<file path="config.mk">
export PLATFORM = sky130hd
export DESIGN_NAME = traffic_phase_sched
export DESIGN_NICKNAME = d
export VERILOG_FILES = /design/src/rtl/traffic_pkg.sv /design/src/rtl/traffic_tick_gen.sv /design/src/rtl/traffic_phase_sched.sv
export SDC_FILE = /design/constraint.sdc
export NUM_CORES = 1
export LEC_CHECK = 0
export ABC_CLOCK_PERIOD_IN_PS = 6350
export BUFFER_PORTS_ARGS = -buffer_cell sky130_fd_sc_hd__buf_2
export CAP_MARGIN = 40
export CORE_MARGIN = 2
export CORE_UTILIZATION = 25
export CTS_CLUSTER_SIZE = 20
export DETAILED_ROUTE_END_ITERATION = 6
export MAX_ROUTING_LAYER = met4
export PLACE_DENSITY = 0.53
export SYNTH_ARGS = -nofsm -noshare
export SYNTH_HDL_FRONTEND = slang
export SYNTH_HIERARCHICAL = 1
export SYNTH_SLANG_ARGS = --single-unit
</file>
<file path="constraint.sdc">
create_clock -name CK -period 6.35 [get_ports CK]
set_clock_uncertainty 0.05 [all_clocks]
set_input_delay 1.27 -clock CK [delete_from_list [all_inputs] [get_ports CK]]
set_output_delay 1.27 -clock CK [all_outputs]
set_load 0.1 [all_outputs]
</file>
<file path="src/rtl/traffic_pkg.sv">
// Shared definitions for the intersection phase scheduler: phase codes,
// per-phase lamp vectors and default timing.
package traffic_pkg;

  typedef enum logic [2:0] {
    ST_INIT = 3'd0,
    ST_G1   = 3'd1,
    ST_Y1   = 3'd2,
    ST_AR1  = 3'd3,
    ST_G2   = 3'd4,
    ST_Y2   = 3'd5,
    ST_AR2  = 3'd6
  } phase_t;

  // Lamp vectors are packed as {GRN1, YLW1, RED1, GRN2, YLW2, RED2}.
  localparam logic [5:0] LAMP_ALLRED = 6'b001_001;
  localparam logic [5:0] LAMP_G1     = 6'b100_001;
  localparam logic [5:0] LAMP_Y1     = 6'b010_001;
  localparam logic [5:0] LAMP_G2     = 6'b001_100;
  localparam logic [5:0] LAMP_Y2     = 6'b001_010;

  localparam int DEF_PRESCALE = 16;
  localparam int DEF_MIN_GRN  = 6;
  localparam int DEF_MAX_GRN  = 12;
  localparam int DEF_YLW_T    = 3;
  localparam int DEF_AR_T     = 1;
  localparam int DEF_TW       = 4;

  function automatic logic [5:0] lamp_of(input phase_t p);
    logic [5:0] l;
    case (p)
      ST_G1:   l = LAMP_G1;
      ST_Y1:   l = LAMP_Y1;
      ST_G2:   l = LAMP_G2;
      ST_Y2:   l = LAMP_Y2;
      ST_INIT: l = LAMP_ALLRED;
      ST_AR1:  l = LAMP_ALLRED;
      ST_AR2:  l = LAMP_ALLRED;
      default: l = LAMP_ALLRED;
    endcase
    return l;
  endfunction

endpackage

</file>
<file path="src/rtl/traffic_tick_gen.sv">
// Dwell-tick prescaler: one-cycle registered strobe every PRESCALE clocks,
// or every clock while TEST is high.
module traffic_tick_gen #(
  parameter int PRESCALE = 16
) (
  input  logic CK,
  input  logic CLR,
  input  logic TEST,
  output logic TICK
);

  localparam int PW = (PRESCALE > 1) ? $clog2(PRESCALE) : 1;
  localparam logic [PW-1:0] LAST = PW'(PRESCALE - 1);

  logic [PW-1:0] cnt_r;
  logic          tick_r;

  // Prescale counter and tick strobe; test mode parks the counter at zero.
  always_ff @(posedge CK) begin
    if (!CLR) begin
      cnt_r  <= '0;
      tick_r <= 1'b0;
    end else if (TEST) begin
      cnt_r  <= '0;
      tick_r <= 1'b1;
    end else if (cnt_r == LAST) begin
      cnt_r  <= '0;
      tick_r <= 1'b1;
    end else begin
      cnt_r  <= cnt_r + PW'(1);
      tick_r <= 1'b0;
    end
  end

  assign TICK = tick_r;

endmodule

</file>
<file path="src/rtl/traffic_phase_sched.sv">
// Two-road intersection phase scheduler: phase FSM, dwell timer, vehicle
// request latches, preemption arbitration and registered lamp drive.
module traffic_phase_sched
  import traffic_pkg::*;
#(
  parameter int PRESCALE = DEF_PRESCALE,
  parameter int MIN_GRN  = DEF_MIN_GRN,
  parameter int MAX_GRN  = DEF_MAX_GRN,
  parameter int YLW_T    = DEF_YLW_T,
  parameter int AR_T     = DEF_AR_T,
  parameter int TW       = DEF_TW
) (
  input  logic       CK,
  input  logic       CLR,
  input  logic       TEST,
  input  logic       MR,
  input  logic       FM,
  input  logic       PRE1,
  input  logic       PRE2,
  output logic       GRN1,
  output logic       YLW1,
  output logic       RED1,
  output logic       GRN2,
  output logic       YLW2,
  output logic       RED2,
  output logic [2:0] PHASE,
  output logic       TICK
);

  localparam logic [TW:0]   MIN_N = (TW+1)'(MIN_GRN);
  localparam logic [TW:0]   MAX_N = (TW+1)'(MAX_GRN);
  localparam logic [TW:0]   YLW_N = (TW+1)'(YLW_T);
  localparam logic [TW:0]   AR_N  = (TW+1)'(AR_T);
  localparam logic [TW-1:0] TMAX  = '1;

  phase_t        state_r;
  phase_t        state_nxt_s;
  logic [TW-1:0] timer_r;
  logic          req1_r;
  logic          req2_r;
  logic [5:0]    lamp_r;
  logic          tick_s;
  logic          g1_exit_s;
  logic          g2_exit_s;
  logic          enter_g1_s;
  logic          enter_g2_s;

  // The transition fires on the tick that completes the Nth dwell interval.
  function automatic logic reach(input logic [TW-1:0] t, input logic [TW:0] n);
    return ({1'b0, t} + (TW+1)'(1)) >= n;
  endfunction

  traffic_tick_gen #(
    .PRESCALE (PRESCALE)
  ) u_tick (
    .CK   (CK),
    .CLR  (CLR),
    .TEST (TEST),
    .TICK (tick_s)
  );

  // Green-exit conditions; a held PRE1 pins road 1 green and PRE1 beats PRE2.
  always_comb begin
    g1_exit_s = 1'b0;
    g2_exit_s = 1'b0;
    g1_exit_s = (PRE2 & ~PRE1)
              | (~PRE1 & req2_r & ((reach(timer_r, MIN_N) & ~MR) | reach(timer_r, MAX_N)));
    g2_exit_s = PRE1
              | (~PRE2 & ((reach(timer_r, MIN_N) & ~FM) | (req1_r & reach(timer_r, MAX_N))));
  end

  // Next-phase decode; every move is qualified by the dwell tick.
  always_comb begin
    state_nxt_s = state_r;
    case (state_r)
      ST_INIT: if (tick_s && reach(timer_r, AR_N))  state_nxt_s = ST_G1;
               else                                 state_nxt_s = ST_INIT;
      ST_G1:   if (tick_s && g1_exit_s)             state_nxt_s = ST_Y1;
               else                                 state_nxt_s = ST_G1;
      ST_Y1:   if (tick_s && reach(timer_r, YLW_N)) state_nxt_s = ST_AR1;
               else                                 state_nxt_s = ST_Y1;
      ST_AR1:  if (tick_s && reach(timer_r, AR_N))  state_nxt_s = ST_G2;
               else                                 state_nxt_s = ST_AR1;
      ST_G2:   if (tick_s && g2_exit_s)             state_nxt_s = ST_Y2;
               else                                 state_nxt_s = ST_G2;
      ST_Y2:   if (tick_s && reach(timer_r, YLW_N)) state_nxt_s = ST_AR2;
               else                                 state_nxt_s = ST_Y2;
      ST_AR2:  if (tick_s && reach(timer_r, AR_N))  state_nxt_s = ST_G1;
               else                                 state_nxt_s = ST_AR2;
      default:                                      state_nxt_s = ST_INIT;
    endcase
  end

  // Green-entry strobes used to retire the matching request latch.
  always_comb begin
    enter_g1_s = 1'b0;
    enter_g2_s = 1'b0;
    enter_g1_s = (state_nxt_s == ST_G1) && (state_r != ST_G1);
    enter_g2_s = (state_nxt_s == ST_G2) && (state_r != ST_G2);
  end

  // Phase register, dwell timer, request latches and lamp drive.
  always_ff @(posedge CK) begin
    if (!CLR) begin
      state_r <= ST_INIT;
      timer_r <= '0;
      req1_r  <= 1'b0;
      req2_r  <= 1'b0;
      lamp_r  <= LAMP_ALLRED;
    end else begin
      state_r <= state_nxt_s;
      lamp_r  <= lamp_of(state_nxt_s);

      if (state_nxt_s != state_r) begin
        timer_r <= '0;
      end else if (tick_s && (timer_r != TMAX)) begin
        timer_r <= timer_r + TW'(1);
      end else begin
        timer_r <= timer_r;
      end

      // A sensor hit in the entry cycle keeps the request alive.
      if (MR) begin
        req1_r <= 1'b1;
      end else if (enter_g1_s) begin
        req1_r <= 1'b0;
      end else begin
        req1_r <= req1_r;
      end

      if (FM) begin
        req2_r <= 1'b1;
      end else if (enter_g2_s) begin
        req2_r <= 1'b0;
      end else begin
        req2_r <= req2_r;
      end
    end
  end

  assign {GRN1, YLW1, RED1, GRN2, YLW2, RED2} = lamp_r;
  assign PHASE = state_r;
  assign TICK  = tick_s;

endmodule
</file>
# --- Word level (Yosys, flattened, before mapping) ---
# Index checks and enable logic that the tools add are counted.
# W data, S select, Z words.
word_totals:
  register_bits: 20
  word_cells: 72
op_classes:
  add_sub_neg: 3
  order_cmp: 4
  eq_ne: 15
  mux: 15
  bitwise: 16
  reduce_logical: 12
op_table:
  columns: ["cell", "n"]
  rows:
  - ["$pmux W6 S4", 1]
  - ["$pmux W3 S7", 1]
  - ["$eq A3 B3 Y1 const B", 5]
  - ["$eq A3 B2 Y1 const B", 3]
  - ["$mux W1", 9]
  - ["$add A4 B1 Y4 const B", 2]
  - ["$and A1 B1 Y1", 7]
  - ["$logic_and A1 B1 Y1", 7]
  - ["$eq A3 B1 Y1 const B", 2]
  - ["$mux W3", 2]
  - ["$add A4 B1 Y5 const B", 1]
  - ["$ge A5 B1 Y1 const B", 1]
  - ["$ge A5 B2 Y1 const B", 1]
  - ["$ge A5 B3 Y1 const B", 1]
  - ["$ge A5 B4 Y1 const B", 1]
  - ["$not A1 Y1", 5]
  - ["$eq A4 B4 Y1 const B", 1]
  - ["$mux W2", 2]
  - ["$ne A4 B4 Y1 const B", 1]
  - ["$or A1 B1 Y1", 4]
  - ["$reduce_bool A2 Y1", 2]
  - ["$logic_not A3 Y1", 1]
  - ["$ne A3 B1 Y1 const B", 1]
  - ["$ne A3 B3 Y1", 1]
  - ["3 further kinds", 3]

# --- Depth between registers and ports, before layout ---
depth:
  ltp_word: 13
  mapped_depth: 8
  mapped_depth_nobuf: 8

# --- By module ---
# Netlist, hierarchy kept.
by_module_without_submodules:
  columns: ["module", "n_inst", "cells_each", "area_each_um2", "seq_area_each_um2"]
  rows:
  - ["traffic_phase_sched", 1, 110, 925.9, 300.3]
  - ["traffic_tick_gen", 1, 16, 178.9, 100.1]

# --- Least setup slack after synthesis ---
# Ideal clock, no wire load.
synth_path:
  path_type: "input port to flip-flop"
  start: "input port MR"
  end: "register lamp_r[3]"
  setup_time_ps: 121
  t_arrival_ps: 2452
  t_required_ps: 6179
  path_slack_ps: 3728
  cell_stages: 6
  n_path_buf: 0
  path_cell_list: "inv_1 o32a_1 a41oi_1 o311ai_1 nand4_1 mux2_2"
synth_between:
  elab_chain_cells: 10
synth_rtl:
  columns: ["item", "line_no", "source"]
  rows:
  - ["start: declaration", "traffic_phase_sched.sv:16", "input logic MR,"]
  - ["$not A1 Y1 *", "traffic_phase_sched.sv:67", "| (~PRE1 & req2_r & ((reach(timer_r, MIN_N) & ~MR) | reach(timer_r, MAX_N)));"]
  - ["$and A1 B1 Y1 *", "traffic_phase_sched.sv:67", null]
  - ["$or A1 B1 Y1 *", "traffic_phase_sched.sv:67", null]
  - ["$and A1 B1 Y1 *", "traffic_phase_sched.sv:67", null]
  - ["$or A1 B1 Y1 *", "traffic_phase_sched.sv:67", null]
  - ["$logic_and A1 B1 Y1 *", "traffic_phase_sched.sv:78", "ST_G1: if (tick_s && g1_exit_s) state_nxt_s = ST_Y1;"]
  - ["$mux W2 *", "traffic_phase_sched.sv:78", null]
  - ["$pmux W3 S7 *", "traffic_phase_sched.sv:75", "case (state_r)"]
  - ["$eq A3 B3 Y1 (tied with other cells)", "traffic_pkg.sv:31", "case (p)"]
  - ["$pmux W6 S4 *", "traffic_pkg.sv:31", null]
  - ["end signal: assignment", "traffic_phase_sched.sv:112", "lamp_r <= lamp_of(state_nxt_s);"]
  - ["end: declaration", "traffic_phase_sched.sv:41", "logic [5:0] lamp_r;"]
# Mark *: on every way between the ends. The rest lies on a longest branch, timed or not.
# A chain may end at the register's enable or synchronous reset.

# --- Worst setup path in the final report ---
layout_path:
  start: "register timer_r[0]"
  end: "register lamp_r[3]"
layout_between:
  elab_chain_cells: 11
layout_rtl:
  columns: ["item", "line_no", "source"]
  rows:
  - ["start: declaration", "traffic_phase_sched.sv:38", "logic [TW-1:0] timer_r;"]
  - ["start signal: assignment", "traffic_phase_sched.sv:117", "timer_r <= timer_r + TW'(1);"]
  - ["start signal: assignment", "traffic_phase_sched.sv:119", "timer_r <= timer_r;"]
  - ["$add A4 B1 Y5 *", "traffic_phase_sched.sv:50", "return ({1'b0, t} + (TW+1)'(1)) >= n;"]
  - ["$ge A5 B3 Y1 / $ge A5 B4 Y1 (equally long branches)", "traffic_phase_sched.sv:50", null]
  - ["$and A1 B1 Y1, on equally long branches", "traffic_phase_sched.sv:69, traffic_phase_sched.sv:67", null]
  - ["$or A1 B1 Y1, on equally long branches", "traffic_phase_sched.sv:69, traffic_phase_sched.sv:67", null]
  - ["$and A1 B1 Y1, on equally long branches", "traffic_phase_sched.sv:69, traffic_phase_sched.sv:67", null]
  - ["$or A1 B1 Y1, on equally long branches", "traffic_phase_sched.sv:69, traffic_phase_sched.sv:67", null]
  - ["$logic_and A1 B1 Y1, on equally long branches", "traffic_phase_sched.sv:84, traffic_phase_sched.sv:78", null]
  - ["$mux W1 / $mux W2 (equally long branches)", "traffic_phase_sched.sv:84, traffic_phase_sched.sv:78", null]
  - ["$pmux W3 S7 *", "traffic_phase_sched.sv:75", null]
  - ["$eq A3 B3 Y1 (tied with other cells)", "traffic_pkg.sv:31", null]
  - ["$pmux W6 S4 *", "traffic_pkg.sv:31", null]
# Marks and branches as above.

==> impl_metrics.tcl <==
set metrics [dict create \
    cts-buffers-inserted 3 \
    drtAntennaViolNets 0 \
    clkLatencyLatePin_ps 250 \
    wl_per_cell_um 12.49 \
    grt_max_degree 14 \
    area_growth_pct 14.27 \
    grt_pass1_vias 926 \
    r2r_slack_ps 3570 \
    grt.total_usage 0.1041 \
    core-area_um2 4294 \
    period_needed_ps 2782 \
    gp_congestion 0.8420 \
    syn-instance-count 126 \
    timing.critical_path.buf_inv 1 \
    required_ps 6450 \
    synth_flop_cell "dfxtp_1" \
    synth_area_um2 1105 \
    synth-edff-count 0 \
    synth-seq-cells 20 \
    synth_nets 138 \
    async_flop_share 0 \
    fin_tns_setup_ps 0 \
    clkTransAtPathRegs_ps 70 \
    p_leak_nw 0.4985 \
    synth_top_area_cell "dfxtp_1" \
    ys_warn_count 6 \
    n_fill_cell 477 \
    total_power_mw 0.2602 \
    end_kind "flip-flop" \
    ctsResizeCount 0 \
    netlist_top_cells_area "dfxtp_1, ha_1, nand3_1" \
    nNetsFinal 155 \
    wl_mm 2.410 \
    start_util 0.2573 \
    hold_violations 0 \
    tightest_slew_ps 492.8 \
    io_pins 17 \
    crit_path_start_kind "flip-flop" \
    rr_worst_depth 8 \
    wl_met2_mm 1.135 \
    synth_most_common_cell "dfxtp_1" \
    setup_violations 0 \
    max_stage_delay_ps 460 \
    register_area_um2 400.4 \
    status "finished, final reports clean" \
    rr_startpoint "timer_r[0]" \
    critPathTopFamily "adder cells" \
    fmax_mhz 359.5 \
    stdcell_area_um2 1262 \
    syn_avg_cell_area_um2 8.768 \
    die_y_um 70.48 \
    wl_met3_um 102 \
    critPathMaxFanout 8 \
    slew_headroom 0.6737 \
    dieArea_um2 4967 \
    cts_tree "built" \
    route.detailed.drc 0 \
    num_vias 976 \
    hp-class "flip-flop to flip-flop" \
    htree_levels 1 \
    cap_violations 0 \
    drt_iter0_drc 59 \
    r2r-end "lamp_r[3]" \
    critPathKind "flip-flop to flip-flop" \
    grt_pass1_wl_mm 4.098 \
    dr.pass1.iters 4 \
    cts_hold_repair.buffers 0 \
    path_cells "inv_1 -> ha_1 -> nor4b_2 -> o22ai_2 -> maj3_1 -> a2bb2oi_1 -> a21o_1 -> mux2_2" \
    crit_cells 8 \
    num_rows 24 \
    post_cts_buffers 0 \
    synth_cell_types 46 \
    slew_violations 0 \
    via_per_inst 5.057 \
    p_per_area_nw_per_um2 206.1 \
    crit_start "timer_r[0]" \
    arrival_ps 2880 \
    numClockSinks 20 \
    layout-drive-gt1-share 0.1915 \
    multi_input_area_um2 645.6 \
    root_buffer "clkbuf_8" \
    setup.worst_path.end "lamp_r[3]" \
    antenna_found_initial 0 \
    hpwlAfterDp_mm 1.882 \
    maxUsedRoutingLayer "met4" \
    slowest_stage "dfxtp_1" \
    port_buffers 16 \
    cts.path.max_buffers 2 \
    ir_drop_mv 0.08320 \
    grt_remaining_overflow 0 \
    rsz0062_at_grt "no" \
    ys_top_cells_by_count "dfxtp_1, nand3_1, nor3_1" \
    min_period_over_period 0.4380 \
    place_area_um2 1221 \
    dieWidth_um 70.48 \
    met1_length_mm 1.141 \
    antenna-diode-count 0 \
    synthDominantCellAreaShare 0.3624 \
    ys_seq_area_frac 0.3624 \
]
## how the worst min path moves through the flow
stage / startpoint / end / cells past startpoint
finish: u_tick/cnt_r[0] / u_tick/cnt_r[0] / 1
detailed placement: u_tick/cnt_r[0] / u_tick/cnt_r[0] / 1
floorplan: u_tick/cnt_r[0] / u_tick/cnt_r[0] / 1
global placement: u_tick/cnt_r[0] / u_tick/cnt_r[0] / 1
global route: u_tick/cnt_r[0] / u_tick/cnt_r[0] / 1
CTS: u_tick/cnt_r[0] / u_tick/cnt_r[0] / 1
## cells by family (layout without fill, tap and decap cells)
kind of cell / after synthesis / in the layout / synth area share
adder cells (fa/ha/maj): 6 / 6 / 0.06569
XOR/XNOR: 4 / 4 / 0.03172
flip-flops: 20 / 20 / 0.3624
buffers and inverters: 12 / 27 / 0.05322
multiplexers: 3 / 3 / 0.02831
AND/OR/NAND/NOR: 52 / 52 / 0.2661
AO/OA/AOI/OAI: 29 / 29 / 0.1925
## power by group
| part | total, mW | switching, mW | internal (mW) |
|---|---|---|---|
| Sequential | 0.135 | 0.00483 | 0.130 |
| Combinational | 0.0458 | 0.0316 | 0.0142 |
| Clock | 0.0797 | 0.0376 | 0.0421 |
| Total | 0.260 | 0.0740 | 0.186 |
## sequential cells by signal (all words and copies together) (netlist names)
signal and cells:
req1_r 1, req2_r 1, u_tick/TICK 1, u_tick/cnt_r 4, PHASE 3, timer_r 4
lamp_r 6
## cells in the final DEF, fill, tap and decap left out, drive strengths merged
| cell | n |
|---|---|
| and3b | 2 |
| nand4 | 1 |
| a41oi | 1 |
| nor4b | 1 |
| o21ai | 3 |
| a31oi | 4 |
| nand2b | 1 |
| maj3 | 1 |
| o22a | 1 |
| a21boi | 1 |
| a21oi | 8 |
| mux2 | 1 |
| o311ai | 1 |
| inv | 8 |
| nor2 | 8 |
| xor2 | 1 |
| a22oi | 1 |
| o22ai | 2 |
| nor3 | 9 |
| nand2 | 7 |
| dfxtp | 20 |
| xnor2 | 3 |
| or3 | 1 |
| nand3b | 2 |
| clkbuf | 3 |
| ha | 5 |
| a211oi | 1 |
| buf | 16 |
| a21o | 2 |
| nand3 | 9 |
| and3 | 2 |
| o221ai | 1 |
| o32a | 1 |
| nor2b | 5 |
| a2bb2oi | 1 |
| mux2i | 2 |
| and2 | 3 |
| and4b | 1 |
| o221a | 1 |
## layout make-up
cell class              count  share of cell area
well taps                  52             0.05154
multi-input cells          94              0.5114
flip-flops and latches     20              0.3171
clock buffers               3             0.03271
repair buffers             16             0.06343
inverters                   8             0.02379
## stage by stage
stage	setup WS, ps	hold WS [ps]	instances	utilization
detailed placement	3498	405.9	190	0.2844
finish	3569	415.3	193	0.2940
CTS	3595	418.6	193	0.2940
global placement	3536	380.5	190	0.2844
global route	3443	430.9	193	0.2940
floorplan	3728	367.3	126	-
## routing by layer
| metal | vias up | GRT usage |
|---|---|---|
| met5 | - | - |
| met4 | 0 | 0.03632 |
| met3 | 4 | 0.02886 |
| met2 | 20 | 0.1604 |
| met1 | 463 | 0.1306 |
| li1 | 489 | - |
No activity file was read; power rests on OpenSTA's default activity.
